`config.mk`:
```
export PLATFORM = sky130hd
export DESIGN_NAME = team_06_wb_arbiter_flat
export DESIGN_NICKNAME = d
export VERILOG_FILES = /design/src/rtl/team_06_wb_arbiter_if.sv /design/src/rtl/team_06_wb_arbiter.sv /design/src/flat_wrapper.sv
export SDC_FILE = /design/constraint.sdc
export NUM_CORES = 1
export LEC_CHECK = 0
export ABC_CLOCK_PERIOD_IN_PS = 2990
export CAP_MARGIN = 30
export CORE_MARGIN = 10
export CORE_UTILIZATION = 27
export DETAILED_ROUTE_END_ITERATION = 10
export HOLD_SLACK_MARGIN = 0.06
export SYNTH_ARGS = -nofsm -noshare
export SYNTH_HDL_FRONTEND = slang
export SYNTH_SLANG_ARGS = --single-unit
```
`constraint.sdc`:
```
create_clock -name clk -period 2.99 [get_ports clk]
set_input_delay 0.598 -clock clk [delete_from_list [all_inputs] [get_ports clk]]
set_output_delay 0.598 -clock clk [all_outputs]
set_load 0.005 [all_outputs]
```
`src/rtl/team_06_wb_arbiter_if.sv`:
```
// Wishbone classic single-beat bus between the arbiter and the external slave.
interface team_06_wb_arbiter_if;
    logic [31:0] ADR_O;
    logic [31:0] DAT_O;
    logic [3:0]  SEL_O;
    logic        WE_O;
    logic        STB_O;
    logic        CYC_O;
    logic [31:0] DAT_I;
    logic        ACK_I;

    modport master (
        output ADR_O, DAT_O, SEL_O, WE_O, STB_O, CYC_O,
        input  DAT_I, ACK_I
    );

    modport slave (
        input  ADR_O, DAT_O, SEL_O, WE_O, STB_O, CYC_O,
        output DAT_I, ACK_I
    );
endinterface

```
`src/rtl/team_06_wb_arbiter.sv`:
```
// Round-robin arbiter sharing one Wishbone master port between N_REQ
// hold-until-done requesters, with ACK timeout abort.
//
// state  | meaning
// S_IDLE | no cycle in flight, arbitrating
// S_BUS  | Wishbone cycle in flight, waiting for ACK_I or timeout
// S_DONE | one-cycle completion pulse and bus turnaround
module team_06_wb_arbiter #(
    parameter int N_REQ   = 3,
    parameter int TIMEOUT = 255
) (
    input  logic                   clk,
    input  logic                   nrst,
    input  logic                   en,
    input  logic [N_REQ-1:0]       req,
    input  logic [N_REQ-1:0]       we,
    input  logic [32*N_REQ-1:0]    adr,
    input  logic [32*N_REQ-1:0]    wdat,
    input  logic [4*N_REQ-1:0]     sel,
    output logic [31:0]            rdat,
    output logic [N_REQ-1:0]       done,
    output logic                   err,
    team_06_wb_arbiter_if.master   bus
);
    localparam int GW = $clog2(N_REQ);
    localparam int CW = $clog2(TIMEOUT + 1);

    typedef enum logic [1:0] {S_IDLE, S_BUS, S_DONE} state_t;

    state_t            state, state_n;
    logic [GW-1:0]     last_grant, last_grant_n;
    logic [GW-1:0]     grant, grant_n;
    logic [CW-1:0]     cnt, cnt_n;
    logic [31:0]       adr_n, dat_n, rdat_n;
    logic [3:0]        sel_n;
    logic              we_n, cyc_n, err_n;
    logic [N_REQ-1:0]  done_n;

    logic              found;
    logic [GW-1:0]     pick;
    logic [31:0]       pick_adr, pick_wdat;
    logic [3:0]        pick_sel;
    logic              pick_we;

    // Round-robin pick: first set req scanning upward from last_grant+1.
    always_comb begin
        found     = 1'b0;
        pick      = '0;
        pick_adr  = '0;
        pick_wdat = '0;
        pick_sel  = '0;
        pick_we   = 1'b0;
        for (int k = 1; k <= N_REQ; k++) begin
            int idx;
            idx = (int'(last_grant) + k) % N_REQ;
            if (!found && req[idx]) begin
                found     = 1'b1;
                pick      = GW'(idx);
                pick_adr  = adr[idx*32 +: 32];
                pick_wdat = wdat[idx*32 +: 32];
                pick_sel  = sel[idx*4 +: 4];
                pick_we   = we[idx];
            end
        end
    end

    // Next-state and next-output logic; everything defaults to hold.
    always_comb begin
        state_n      = state;
        last_grant_n = last_grant;
        grant_n      = grant;
        cnt_n        = cnt;
        adr_n        = bus.ADR_O;
        dat_n        = bus.DAT_O;
        sel_n        = bus.SEL_O;
        we_n         = bus.WE_O;
        cyc_n        = bus.CYC_O;
        rdat_n       = rdat;
        done_n       = '0;
        err_n        = 1'b0;
        case (state)
            S_IDLE: begin
                if (en && found) begin
                    state_n = S_BUS;
                    grant_n = pick;
                    adr_n   = pick_adr;
                    dat_n   = pick_wdat;
                    sel_n   = pick_sel;
                    we_n    = pick_we;
                    cyc_n   = 1'b1;
                    cnt_n   = '0;
                end
            end
            S_BUS: begin
                if (bus.ACK_I) begin
                    state_n       = S_DONE;
                    cyc_n         = 1'b0;
                    done_n[grant] = 1'b1;
                    if (!bus.WE_O) begin
                        rdat_n = bus.DAT_I;
                    end
                end else if (cnt == CW'(TIMEOUT - 1)) begin
                    state_n       = S_DONE;
                    cyc_n         = 1'b0;
                    done_n[grant] = 1'b1;
                    err_n         = 1'b1;
                end else begin
                    cnt_n = cnt + 1'b1;
                end
            end
            S_DONE: begin
                state_n      = S_IDLE;
                last_grant_n = grant;
            end
            default: state_n = S_IDLE;
        endcase
    end

    // State and registered-output update with synchronous reset.
    always_ff @(posedge clk) begin
        if (!nrst) begin
            state      <= S_IDLE;
            last_grant <= GW'(N_REQ - 1);
            grant      <= '0;
            cnt        <= '0;
            bus.ADR_O  <= '0;
            bus.DAT_O  <= '0;
            bus.SEL_O  <= '0;
            bus.WE_O   <= 1'b0;
            bus.STB_O  <= 1'b0;
            bus.CYC_O  <= 1'b0;
            rdat       <= '0;
            done       <= '0;
            err        <= 1'b0;
        end else begin
            state      <= state_n;
            last_grant <= last_grant_n;
            grant      <= grant_n;
            cnt        <= cnt_n;
            bus.ADR_O  <= adr_n;
            bus.DAT_O  <= dat_n;
            bus.SEL_O  <= sel_n;
            bus.WE_O   <= we_n;
            bus.STB_O  <= cyc_n;
            bus.CYC_O  <= cyc_n;
            rdat       <= rdat_n;
            done       <= done_n;
            err        <= err_n;
        end
    end
endmodule

```
`src/flat_wrapper.sv`:
```
// flat-port wrapper written by rule: the top's interface ports become plain ports
module team_06_wb_arbiter_flat 
#(
    parameter int N_REQ   = 3,
    parameter int TIMEOUT = 255
)
  (clk, nrst, en, req, we, adr, wdat, sel, rdat, done, err, bus_ADR_O, bus_DAT_O, bus_SEL_O, bus_WE_O, bus_STB_O, bus_CYC_O, bus_DAT_I, bus_ACK_I);
  team_06_wb_arbiter_if bus_i ();
  input  logic clk;
  input  logic nrst;
  input  logic en;
  input  logic [N_REQ-1:0] req;
  input  logic [N_REQ-1:0] we;
  input  logic [32*N_REQ-1:0] adr;
  input  logic [32*N_REQ-1:0] wdat;
  input  logic [4*N_REQ-1:0] sel;
  output logic [31:0] rdat;
  output logic [N_REQ-1:0] done;
  output logic err;
  output wire logic [$bits(bus_i.ADR_O)-1:0] bus_ADR_O;
  output wire logic [$bits(bus_i.DAT_O)-1:0] bus_DAT_O;
  output wire logic [$bits(bus_i.SEL_O)-1:0] bus_SEL_O;
  output wire logic [$bits(bus_i.WE_O)-1:0] bus_WE_O;
  output wire logic [$bits(bus_i.STB_O)-1:0] bus_STB_O;
  output wire logic [$bits(bus_i.CYC_O)-1:0] bus_CYC_O;
  input wire logic [$bits(bus_i.DAT_I)-1:0] bus_DAT_I;
  input wire logic [$bits(bus_i.ACK_I)-1:0] bus_ACK_I;
  assign bus_ADR_O = bus_i.ADR_O;
  assign bus_DAT_O = bus_i.DAT_O;
  assign bus_SEL_O = bus_i.SEL_O;
  assign bus_WE_O = bus_i.WE_O;
  assign bus_STB_O = bus_i.STB_O;
  assign bus_CYC_O = bus_i.CYC_O;
  assign bus_i.DAT_I = bus_DAT_I;
  assign bus_i.ACK_I = bus_ACK_I;
  team_06_wb_arbiter #(.N_REQ(N_REQ), .TIMEOUT(TIMEOUT)) u_core (.clk(clk), .nrst(nrst), .en(en), .req(req), .we(we), .adr(adr), .wdat(wdat), .sel(sel), .rdat(rdat), .done(done), .err(err), .bus(bus_i));
endmodule
```
After elaboration in Yosys (flattened, before gate mapping)
Index checks and enable logic that the tools add are counted.

word-level totals
  register bits after elaboration = 120
  bits of input ports = 246
  output and inout port bits = 107
  word-level logic and storage cells = 111

operators by class
  add/sub/neg operators = 4
  divide/modulo/power cells = 3
  order comparisons = 5
  equal/unequal tests = 7
  shifts and indexed selects = 9
  muxes and demuxes = 53
  bitwise gates (word level) = 3
  reductions and logical operators = 15

operator list
  kind                   count
  $shiftx 96x32->32      6
  $mux 32                6
  $lt 32x4->1 const B    3
  $mod 32x3->32 const B  3
  $shiftx 12x32->4       3
  $mux 8                 3
  $mux 1                 23
  $pmux 8 s2             1
  $bmux 1 s2             6
  $mux 2                 6
  $mux 4                 3
  $add 8x1->8 const B    1
  $eq 8x8->1 const B     1
  $add 2x2->3 const B    2
  $mux 3                 2
  $reduce_and 2->1       3
  $reduce_and 3->1       2
  $logic_and 1x1->1      4
  $ne 2x2->1 const B     2
  $pmux 2 s2             1
  $reduce_and 4->1       1
  $add 2x1->3 const B    1
  $lt 2x3->1 const B     1
  $ne 3x2->1 const B     1
  other kinds (11)       14

Logic depth before layout (Yosys ltp)
  depth in word-level cells = 15
  gate-level depth with buffers = 12
  depth with buffers taken out = 9

Worst setup path before layout
OpenSTA, ideal clock, no wires.

  path kind = reg-to-reg
  start point = register u_core.last_grant[0]
  end point = register u_core.bus.DAT_O[26]
  setup time = 119 ps
  data arrival time = 2169 ps
  data required time = 2871 ps
  slack = 702 ps
  cell stages (with the launch flop) = 11
  buffers on the path = 3
  cells stage by stage = dfxtp_1 > inv_1 > ha_1 > and4b_1 > a311o_1 > and3_1 > buf_2 > buf_6 > buf_6 > a221oi_2 > o21ai_1

between the ends
  cells in the longest elaborated chain, start to end = 14
  elaborated cells on any way between the ends = 30

RTL lines
  element                                    RTL line                     text
  from (decl)                                team_06_wb_arbiter.sv:31     logic [GW-1:0] last_grant, last_grant_n;
  from (signal assigned)                     team_06_wb_arbiter.sv:123    last_grant <= GW'(N_REQ - 1);
  from (signal assigned)                     team_06_wb_arbiter.sv:137    last_grant <= last_grant_n;
  $add 2x1->3                                team_06_wb_arbiter.sv:55     idx = (int'(last_grant) + k) % N_REQ;
  $mod 32x3->32                              team_06_wb_arbiter.sv:55
  $bmux 1 s2                                 team_06_wb_arbiter.sv:56     if (!found && req[idx]) begin
  $mux 1 (implied by the code) (2 in a row)  team_06_wb_arbiter.sv:56
  $mux 1                                     team_06_wb_arbiter.sv:56
  $logic_not 1->1                            team_06_wb_arbiter.sv:56
  $logic_and 1x1->1                          team_06_wb_arbiter.sv:56
  $mux 1                                     team_06_wb_arbiter.sv:56
  $logic_not 1->1                            team_06_wb_arbiter.sv:56
  $logic_and 1x1->1                          team_06_wb_arbiter.sv:56
  $mux 1                                     team_06_wb_arbiter.sv:56
  $logic_and 1x1->1                          team_06_wb_arbiter.sv:83     if (en && found) begin
  $reduce_and 2->1 (no line)                 -
  to (signal assigned)                       team_06_wb_arbiter.sv:141    bus.DAT_O <= dat_n;
  to (decl)                                  team_06_wb_arbiter_if.sv:13  output ADR_O, DAT_O, SEL_O, WE_O, STB_O, CYC_O,

Several ways; a longest one is shown, not always the timed one. The select of a mux whose other input is x is not followed.
A chain may end at the register's enable or synchronous reset.

Worst setup path in the final report
  start point = register u_core.last_grant[0]
  end point = register u_core.cnt[0]

between the ends
  cells in the longest elaborated chain, start to end = 15
  elaborated cells on any way between the ends = 25

RTL lines
  element                                    RTL line                   text
  $add 2x1->3                                team_06_wb_arbiter.sv:55
  $mod 32x3->32                              team_06_wb_arbiter.sv:55
  $bmux 1 s2                                 team_06_wb_arbiter.sv:56
  $mux 1 (implied by the code) (2 in a row)  team_06_wb_arbiter.sv:56
  $mux 1                                     team_06_wb_arbiter.sv:56
  $logic_not 1->1                            team_06_wb_arbiter.sv:56
  $logic_and 1x1->1                          team_06_wb_arbiter.sv:56
  $mux 1                                     team_06_wb_arbiter.sv:56
  $logic_not 1->1                            team_06_wb_arbiter.sv:56
  $logic_and 1x1->1                          team_06_wb_arbiter.sv:56
  $mux 1 (*)                                 team_06_wb_arbiter.sv:56
  $logic_and 1x1->1 (*)                      team_06_wb_arbiter.sv:83
  $ne 2x1->1 (no line) (*)                   -
  $reduce_and 4->1 (no line) (*)             -
  to (signal assigned)                       team_06_wb_arbiter.sv:139  cnt <= cnt_n;
  to (decl)                                  team_06_wb_arbiter.sv:33   logic [CW-1:0] cnt, cnt_n;

Every way passes the cells marked *; elsewhere a longest branch is shown, timed or not. The select of a mux whose other input is x is not followed.

==> flow_summary.ini <==
[timing]
final_worst_path_period_share_pct = 91.7
fin_crit_ps = 2740
report.final.slew_viol_count = 0
setup-violations-final = 0
rsz_0062_raised_after_global_routing = false
worstMarginPinSlew_ps = 706
clock_skew_ps = 12.6
slew-limit-headroom_pct = 52.9
finalSetupTns_ps = 0
fmaxAchievable_mhz = 365
finalHoldViolations = 0

[floorplanning]
fp.dieW_um = 214
core_region_area_mm2 = 0.0375
die_area_mm2 = 0.0460
fp-row-count = 71
initial_utilization_pct = 27.2
fp.dieH_um = 214
io-pin-count = 353

[pwr]
share_comb_of_total_power_pct = 28.8
leakage_nw = 5.66
power.share.switching_pct = 30.0
power.sequential.fraction_pct = 31.7
p_total_mw = 5.62
net-switching-power_mw = 1.69
p_int_mw = 3.93
clockPowerShare_pct = 39.5
pwr_density_cell_mw_per_mm2 = 379
max-vdd-ir-drop_uv = 282

[final_layout]
multi_input_area_mm2 = 0.00716
nets = 1896
fillerInstances = 3839
register_area_mm2 = 0.00240
layout-area-overhead-vs-synth_pct = 45.5
layout_cell_share_with_drive_strength_beyond_1_pct = 6.78

[global_routing]
global_route.usage.total_pct = 18.3
global_route_wire_length_before_repair_um = 68100
grt_max_degree = 90
grt_antenna_before_repair = 6
first_global_vias = 11700
global_route_congestion_overflow_total = 0

[drt]
firstDrtPassIters = 6
wl_um = 44100
vias_per_cell = 5.33
wl_per_cell_um = 20.3
postRouteAntennaNets = 0
detail_route.iter0.violations = 940
via_count = 11600
detail_route.drc_violations = 0

[worst_setup_path]
timing.critical_path.required_ps = 3330
critical_path_class = reg2reg
worstSetupEndpointType = register
crit_path_start_kind = register
cp_max_fo = 28
cp_data_arrival_time_ps = 3080

[clocking]
clock_tree.buffer_depth = 2
cts.htree.levels = 4
clkTransAtPathRegs_ps = 60
tritoncts = built
clkLatencyLatePin_ps = 430
cts_root_buffer = clkbuf_16
setup_fix_buffers_added_after_clock_tree_synthesis = 0
cts_inserted_buffers = 17
cts_num_sinks = 120
cts_hold_fix_bufs = 0

[placed_design]
io_buffers = 352
dp_hpwl_um = 30200
gp_routability_congestion = 0.852

[logic_synthesis]
syn_inst = 1370
ys_seq_elements = 120
ys.flop_type = dfxtp_1
syn-cell-area_mm2 = 0.0102
synth_async_sr_flop_share_pct = 0
yosysUniqueCellTypes = 61
yosysWarningCount = 0
syn_avg_cell_area_um2 = 7.45
sequential_to_total_area_share_from_yosys_stat_pct = 23.5
synth_enable_flop_cells = 0
synthesis.nets = 1626

[outcome]
status = complete, no violations

[min_path]
class_of_the_tightest_hold_or_removal_check = reg2reg

[run]
drv.max_cap_violation_count = 0
## sequential cells by signal, indices dropped and copies added, names as in the netlist
| signal | count |
|---|---|
| u_core.rdat | 32 |
| u_core.bus.WE_O | 1 |
| u_core.done | 3 |
| u_core.state | 2 |
| u_core.bus.ADR_O | 32 |
| u_core.bus.SEL_O | 4 |
| u_core.bus.STB_O | 1 |
| u_core.err | 1 |
| u_core.grant | 2 |
| u_core.cnt | 8 |
| u_core.last_grant | 2 |
| u_core.bus.DAT_O | 32 |
## layout by cell type, fill, tap and decap left out, types with 3 or more instances in the layout
master and instances:
nand2b_1 5, xor2_1 6, o31ai_1 23, buf_12 13, a21oi_1 24, o21a_1 3, a221oi_2 19, nor2_1 42
a221oi_1 36, a31oi_1 12, dfxtp_1 120, nor2b_1 5, a32oi_1 14, nand4_1 5, inv_1 7, ha_1 8
a21boi_0 33, nand3_1 3, inv_6 4, buf_4 25, clkdlybuf4s50_1 352, nand2_1 311, nor3b_1 8, clkinvlp_4 3
bufinv_16 3, o21ai_0 216, clkbuf_16 17, mux2i_1 206, a2bb2oi_1 36, nor2_4 3, diode_2 6, o21ai_1 39
## metrics by stage
step | instances | hold WS (ps) | utilization (%) | setup slack [ps] | instance area (µm²)
after floorplan | 1370 | 446 | - | 702 | 10200
after global placement | 2132 | 435 | 37.9 | 97.2 | 14200
after detailed placement | 2132 | 444 | 37.9 | 68.9 | 14200
after CTS | 2164 | 453 | 39.6 | 209 | 14800
after global routing | 2170 | 479 | 39.6 | 14.7 | 14800
final | 2170 | 448 | 39.6 | 249 | 14800
## final cells by class
| cell class | count | area share (%) |
|---|---|---|
| antenna | 6 | 0.101 |
| clock buffer | 20 | 3.08 |
| clock inverter | 12 | 1.11 |
| inverter | 8 | 0.211 |
| multi-input combinational | 1102 | 48.2 |
| sequential | 120 | 16.2 |
| tap | 511 | 4.31 |
| timing repair buffer | 391 | 26.8 |
## power by group through the flow
stage               combinational (mW)  sequential (mW)  clock, mW
floorplan                        0.754             1.80          0
detailed placement                1.62             1.82          0
global placement                  1.59             1.82          0
global route                      1.76             1.79       2.34
finish                            1.62             1.78       2.22
CTS                               1.63             1.78       2.28
## worst max-delay path: stages, from the launching register on
cell	delay, ps
dfxtp_1	440
inv_1	160
ha_1	530
clkinv_2	160
o41ai_2	350
buf_4	190
nor3_4	40
buf_4	240
nand2b_1	290
o31ai_1	260
## synthesized netlist by cell type (23+ instances only)
library cell	number	area [µm²]
nand2_1	311	1170
o21ai_0	216	1080
mux2i_1	206	2060
dfxtp_1	120	2400
clkbuf_1	66	248
buf_2	51	255
nor2_1	45	169
o21ai_1	40	200
a221oi_1	36	315
a2bb2oi_1	36	315
a21boi_0	33	248
a21oi_1	24	120
o31ai_1	23	173
## layer usage
metal  vias to the layer above  wire [µm]  global-route usage [%]
li1                       5519          -                       -
met2                       430      21400                    30.7
met5                         -          0                       0
met1                      5577      18900                    22.1
met4                         0        963                    6.76
met3                        47       2840                    4.56
## repair_timing
action | CTS | global route
setup endpoints to repair | 0 | 1
endpoints found under the hold margin | 0 | 0
resized for setup | 0 | 1
## final timing paths
check	cells past startpoint	slack, ps	start	endpoint
setup / recovery	9	250	u_core.last_grant[0]$_SDFFE_PN0N_	u_core.cnt[0]$_SDFFE_PN0P_
hold / removal	2	450	u_core.bus.DAT_O[30]$_SDFFE_PN0P_	u_core.bus.DAT_O[30]$_SDFFE_PN0P_
setup reg to reg	9	250	u_core.last_grant[0]$_SDFFE_PN0N_	u_core.cnt[0]$_SDFFE_PN0P_
hold reg to reg	2	450	u_core.bus.DAT_O[30]$_SDFFE_PN0P_	u_core.bus.DAT_O[30]$_SDFFE_PN0P_
## cell families after synthesis
logic type / synth area share (%)
compound gates: 30.5
flops: 23.5
mux: 20.4
fa+ha+maj: 1.32
buf+inv: 7.26
simple gates: 16.4
xor+xnor: 0.601
Note: power is estimated with default switching activity, not from simulation.
